`src/rtl/exmem_pipe_reg.sv`:
```
// EX/MEM pipeline register with a valid/ready handshake, a flush control and an
// optional 2-entry skid buffer. Empty or flushed slots present zero WB/M control
// bits so a bubble can never write memory or the register file.
module exmem_pipe_reg #(
    parameter int WB_W   = 2,
    parameter int M_W    = 3,
    parameter int DATA_W = 32,
    parameter int REG_W  = 5,
    parameter int SKID   = 1
) (
    input  logic              clock,
    input  logic              reset,
    input  logic              flush,
    input  logic              in_valid,
    output logic              in_ready,
    input  logic [WB_W-1:0]   WB,
    input  logic [M_W-1:0]    M,
    input  logic [DATA_W-1:0] ALUOut,
    input  logic [DATA_W-1:0] WriteDataIn,
    input  logic [REG_W-1:0]  RegRD,
    output logic              out_valid,
    input  logic              out_ready,
    output logic [WB_W-1:0]   WBreg,
    output logic [M_W-1:0]    Mreg,
    output logic [DATA_W-1:0] ALUreg,
    output logic [DATA_W-1:0] WriteDataOut,
    output logic [REG_W-1:0]  RegRDreg,
    output logic [1:0]        occupancy
);

    localparam bit HAS_SKID = (SKID != 0);

    logic              main_valid;
    logic              skid_valid;
    logic [WB_W-1:0]   skid_wb;
    logic [M_W-1:0]    skid_m;
    logic [DATA_W-1:0] skid_alu;
    logic [DATA_W-1:0] skid_wd;
    logic [REG_W-1:0]  skid_rd;
    logic              accept;
    logic              drain;

    // Ready: registered-only with the skid slot, pass-through of out_ready without it.
    always_comb begin
        if (HAS_SKID) begin
            in_ready = ~skid_valid & ~reset;
        end else begin
            in_ready = (~main_valid | out_ready) & ~reset;
        end
    end

    assign accept    = in_valid & in_ready;
    assign drain     = main_valid & out_ready;
    assign out_valid = main_valid;
    assign occupancy = {1'b0, main_valid} + {1'b0, skid_valid};

    // Main slot: refill from skid first, otherwise from EX; clear control when emptied.
    always_ff @(posedge clock) begin
        if (reset) begin
            main_valid   <= 1'b0;
            WBreg        <= '0;
            Mreg         <= '0;
            ALUreg       <= '0;
            WriteDataOut <= '0;
            RegRDreg     <= '0;
        end else if (flush) begin
            main_valid <= 1'b0;
            WBreg      <= '0;
            Mreg       <= '0;
        end else if (skid_valid && drain) begin
            main_valid   <= 1'b1;
            WBreg        <= skid_wb;
            Mreg         <= skid_m;
            ALUreg       <= skid_alu;
            WriteDataOut <= skid_wd;
            RegRDreg     <= skid_rd;
        end else if (accept && (!main_valid || drain)) begin
            main_valid   <= 1'b1;
            WBreg        <= WB;
            Mreg         <= M;
            ALUreg       <= ALUOut;
            WriteDataOut <= WriteDataIn;
            RegRDreg     <= RegRD;
        end else if (drain) begin
            main_valid <= 1'b0;
            WBreg      <= '0;
            Mreg       <= '0;
        end
    end

    // Skid slot: catches an accept while main is stalled; never loaded when SKID=0.
    always_ff @(posedge clock) begin
        if (reset) begin
            skid_valid <= 1'b0;
            skid_wb    <= '0;
            skid_m     <= '0;
            skid_alu   <= '0;
            skid_wd    <= '0;
            skid_rd    <= '0;
        end else if (flush) begin
            skid_valid <= 1'b0;
        end else if (skid_valid && drain) begin
            skid_valid <= 1'b0;
        end else if (HAS_SKID && accept && main_valid && !drain) begin
            skid_valid <= 1'b1;
            skid_wb    <= WB;
            skid_m     <= M;
            skid_alu   <= ALUOut;
            skid_wd    <= WriteDataIn;
            skid_rd    <= RegRD;
        end
    end

endmodule

```
`config.mk`:
```
export PLATFORM = sky130hd
export DESIGN_NAME = exmem_pipe_reg
export DESIGN_NICKNAME = d
export VERILOG_FILES = /design/src/rtl/exmem_pipe_reg.sv
export SDC_FILE = /design/constraint.sdc
export NUM_CORES = 1
export LEC_CHECK = 0
export ABC_AREA = 1
export BUFFER_PORTS_ARGS = -buffer_cell sky130_fd_sc_hd__buf_2
export CORE_MARGIN = 1.5
export CORE_UTILIZATION = 54
export DETAILED_ROUTE_END_ITERATION = 12
export PLACE_DENSITY_LB_ADDON = 0.2
export SLEW_MARGIN = 20
export SYNTH_ARGS = -nofsm -noshare
export SYNTH_HDL_FRONTEND = slang
export SYNTH_SLANG_ARGS = --single-unit
```
`constraint.sdc`:
```
create_clock -name clock -period 1.75 [get_ports clock]
set_input_delay 0.4375 -clock clock [delete_from_list [all_inputs] [get_ports clock]]
set_output_delay 0.4375 -clock clock [all_outputs]
set_load 0.01 [all_outputs]
```
# --- Word level (Yosys, flattened, before mapping) ---
# Index checks and enable logic that the tools add are counted.
totals:
  out_inout_bits: 78
  elab_cells: 48
  register_bits: 150
  inputBits: 79
op_classes:
  n_mux: 15
  reduce_logical: 13
  bitwise_logic: 7
  n_addsub: 1
ops:
  columns: ["cell", "count"]
  rows:
  - ["2-to-1 mux 32 bit", 4]
  - ["2-to-1 mux 5 bit", 2]
  - ["2-to-1 mux 3 bit", 3]
  - ["2-to-1 mux 2 bit", 3]
  - ["logical AND 1 bit", 4]
  - ["NOT 1 bit", 4]
  - ["AND 1 bit", 3]
  - ["2-to-1 mux 1 bit", 3]
  - ["AND reduction 3 bit", 1]
  - ["nonzero test 3 bit", 1]
  - ["OR reduction 3 bit", 1]
  - ["adder 1 x 1 -> 2 bit", 1]
  - ["logical NOT 1 bit", 2]
  - ["AND reduction 2 bit", 1]
  - ["nonzero test 2 bit", 1]
  - ["OR reduction 2 bit", 1]
  - ["logical OR 1 bit", 1]

# --- Depth between registers and ports, before layout ---
logic_depth:
  ltp_word: 6
  mapped_depth: 10
  ltp_nobuf: 8

# --- Worst setup path after synthesis ---
# No wires, ideal clock.
synth_path:
  kind: "input -> register"
  startpoint: "input reset"
  endpoint: "register WriteDataOut[10]"
  path_stages: 8
  required_time_ps: 1637
  arrival_time_ps: 1282
  setup_slack_ps: 356
  path_cell_list: "nor2_4 > nand3_4 > nand2_4 > nand2_2 > buf_2 > buf_4 > nor2_1 > nor2_1"
synth_between:
  elab_chain_len: 6
synth_lines:
  columns: ["item", "line_no", "text"]
  rows:
  - ["start: declaration", "12", "input logic reset,"]
  - ["NOT 1 bit", null, null]
  - ["AND 1 bit", "46", "in_ready = ~skid_valid & ~reset;"]
  - ["AND 1 bit", "52", "assign accept = in_valid & in_ready;"]
  - ["logical AND 1 bit", "77", "end else if (accept && (!main_valid || drain)) begin"]
  - ["nonzero test 2 bit (no line)", null, null]
  - ["AND reduction 2 bit (no line)", null, null]
  - ["end signal: assignment", "75", "WriteDataOut <= skid_wd;"]
  - ["end signal: assignment", "82", "WriteDataOut <= WriteDataIn;"]
  - ["end: declaration", "26", "output logic [DATA_W-1:0] WriteDataOut,"]
# Parallel ways exist; a longest one is shown, timed or not.
# A chain may end at the register's enable or synchronous reset.

# --- Worst setup path after layout ---
layout_path:
  startpoint: "register skid_valid"
  endpoint: "output occupancy[0]"
layout_between:
  elab_chain_len: 1
layout_lines:
  columns: ["item", "line_no", "text"]
  rows:
  - ["start: declaration", "34", "logic skid_valid;"]
  - ["start signal: assignment", "94", "skid_valid <= 1'b0;"]
  - ["start signal: assignment", "101", "skid_valid <= 1'b0;"]
  - ["start signal: assignment", "103", "skid_valid <= 1'b0;"]
  - ["adder 1 x 1 -> 2 bit", "55", "assign occupancy = {1'b0, main_valid} + {1'b0, skid_valid};"]
  - ["end: declaration", "28", "output logic [1:0] occupancy"]
# No other way between the ends.

==> results.md <==
- Status: finished, final reports clean
- Final hold viol count: 0
- CP required: 1.31 ns
- Critical Path End Type: primary output
- Synth area leaders: dfxtp_1 (44%), nand2_1 (20%), nor2_1 (16%)
- Yosys top cell area share: 43.89%
- Syn. warnings: 0
- Hold depth: 3
- Tightest Pin Transition: around 0.30 ns
- Vias/cell: 4.492
- Via count: 6392
- CTS Buf Count: 17
- Layout area overhead: 23.26%
- Worst setup path class: reg2out
- CTS tree: built
- Area leader, netlist: dfxtp_1
- Gr usage total: a little under a quarter
- Worst-Skew Late Latency: between 0.4 and 0.5 ns
- Final Max Tran Viols: 0
- PnR worst setup slack: 0.05666 ns
- Setup TNS: 0 ns
- Clock Path Buffers: 2
- Hold Path Sink: skid_alu[0]
- Fin crit share: 96.76%
- Final Skew: 0.006064 ns
- CP Max Fanout: 5
- Peak supply drop: 613.9 uV
- DR pass1 iterations: 4
- Data arrival, critical path: 1.26 ns
- RSZ-0062 raised after global routing: false
- Setup WS pre-CTS: 0.1462 ns
- Final Routed Wirelength: 14.59 mm
- Register area share after synthesis: 43.89%
- Nets: 1322
- Fmax: 590.5 MHz
- Starting density of the core: 56.26%
- TritonCTS Sinks: 150
- Chip height: around 120 microns
- DIE AREA: 13350 sq um
- Setup Buffers After CTS: 0
- Global route overflow: 0
- Std-Cell Rows: 40
- Final min period: 1.693 ns
- Chip Width: 115.6 microns
- Mapped Cells: ~1100
- Area of the multi-input gates: ~3000 sq um
- # setup viols final: 0
- Vias in the first global route: 5506
- I/O Buffers: roughly 160
- Number of synthesized register bits: 150
- FF-to-FF setup slack: 0.33 ns
- Maxcap violations: 0
- Routed length per instance: 10.26 microns
- Clk Tree Root Cell: clkbuf_16
- Remaining antenna violation count: 0
- Antenna violations before repair: 0
- Largest net degree at the start of global routing: 65
- CTS H-tree depth: 4
- Layout cell share with drive strength beyond 1: around 17%
- Power Total: 7.863 mW
- GPL Wtd Cong: around 0.74
- Core Box Area: 12160 sq um
- Worst R2R Path Depth: 5
- R2r endpoint: skid_alu[25]
- Leak pwr: 4.944 nW
- Commonest non-fill, non-tap cell in the layout: nand2_1
- Post-DP HPWL: 9.577 mm
- I/O pins: between 150 and 200
- First-pass GRT wire length: 24.23 mm
- Detailed Route Iter0 Violations: around 460
- Ant diodes: 0
- Residual DRC: 0
- Hold_sp: ALUOut[0]
- Unique masters post-synth: 21
- CTS clk-pin slew, worst paths: roughly 0.060 ns
- Hold WC Path Type: in2reg
- PD cells: 932.4 nW/um^2
- Filler cells: roughly 1100
- Most frequent cells in the layout: nand2_1 (368), nor2_1 (285), buf_2 (156)
- Sequential Area: 3005 sq um
- Reg-to-reg startpoint: skid_valid
- Syn Area/Cell: a little over 6 sq um
- Rel. slew slack: 79.87%
- Net count after synthesis: 1190
- Mapped cell area: 6842 sq um
- Worst setup SP type: flip-flop
cells in the mapped netlist, drive strengths merged:
| cell | instances |
|---|---|
| a21oi | 7 |
| buf | 40 |
| clkbuf | 22 |
| dfxtp | 150 |
| ha | 1 |
| inv | 149 |
| nand2 | 370 |
| nand3 | 8 |
| nand4 | 1 |
| nor2 | 286 |
| nor3 | 1 |
| nor3b | 1 |
| o21ai | 74 |
cell type report:
class	instances	area share, %
sequential	150	35.64
clock inverter	11	1.543
multi-input combinational	749	35.62
inverter	149	6.662
tap	168	2.493
clock buffer	21	5.460
timing repair buffer	175	12.58
sequential cells by signal, indices dropped and copies added, names as in the netlist:
register      cells
skid_m            3
WBreg             2
ALUreg           32
skid_valid        1
out_valid         1
skid_alu         32
skid_rd           5
Mreg              3
skid_wb           2
RegRDreg          5
skid_wd          32
WriteDataOut     32
power breakdown:
part | total [mW] | internal (mW) | switching (mW) | leakage, nW
Clock | 3.64 | 2.29 | 1.35 | 0.300
Sequential | 3.56 | 3.51 | 0.0453 | 1.22
Combinational | 0.664 | 0.277 | 0.387 | 3.43
Total | 7.86 | 6.08 | 1.78 | 4.94
how the worst max path moves through the flow:
stage | startpoint | to | slack [ns] | depth (start not counted)
after floorplan | reset | WriteDataOut[10] | 0.36 | 8
after global placement | reset | RegRDreg[3] | 0.19 | 8
after detailed placement | reset | skid_wb[1] | 0.15 | 7
after CTS | skid_valid | occupancy[0] | 0.03 | 2
after global routing | skid_valid | occupancy[0] | 0.008 | 2
final | skid_valid | occupancy[0] | 0.06 | 2
stage by stage:
step	hold slack, ns	instance area (sq um)	util, %	cells
3_5_place_dp	0.4566	7840	64.46	1391
6_report	0.2544	8433	69.34	1423
2_1_floorplan	0.4340	6842	-	1110
5_1_grt	0.2402	8433	69.34	1423
4_1_cts	0.2394	8433	69.34	1423
3_3_place_gp	0.4625	7840	64.46	1391
cells by family after synthesis:
group                      Yosys count  share of synthesized area, %
DFF                                150                         43.89
and+or+nand+nor                    667                         37.44
buffers and inverters              211                         12.56
AOI/OAI and AO/OA                   81                         5.925
adders and majority gates            1                        0.1829
repair_timing:
item / 4_1_cts / 5_1_grt
hold buffers: 0 / 0
setup endpoints to repair: 2 / 0
gates resized for setup: 2 / 0
critical path: stages (launching register included):
cell,delay (ns)
dfxtp_2,0.44
ha_1,0.26
buf_2,0.14
per-layer routing:
layer,up-vias,routed length [microns],track usage [%]
met3,14,828,6.067
met2,131,6747,37.24
met5,-,0,0
met1,2748,6816,28.68
met4,0,201,8.230
li1,3499,-,-
No activity file was read; power rests on OpenSTA's default activity.
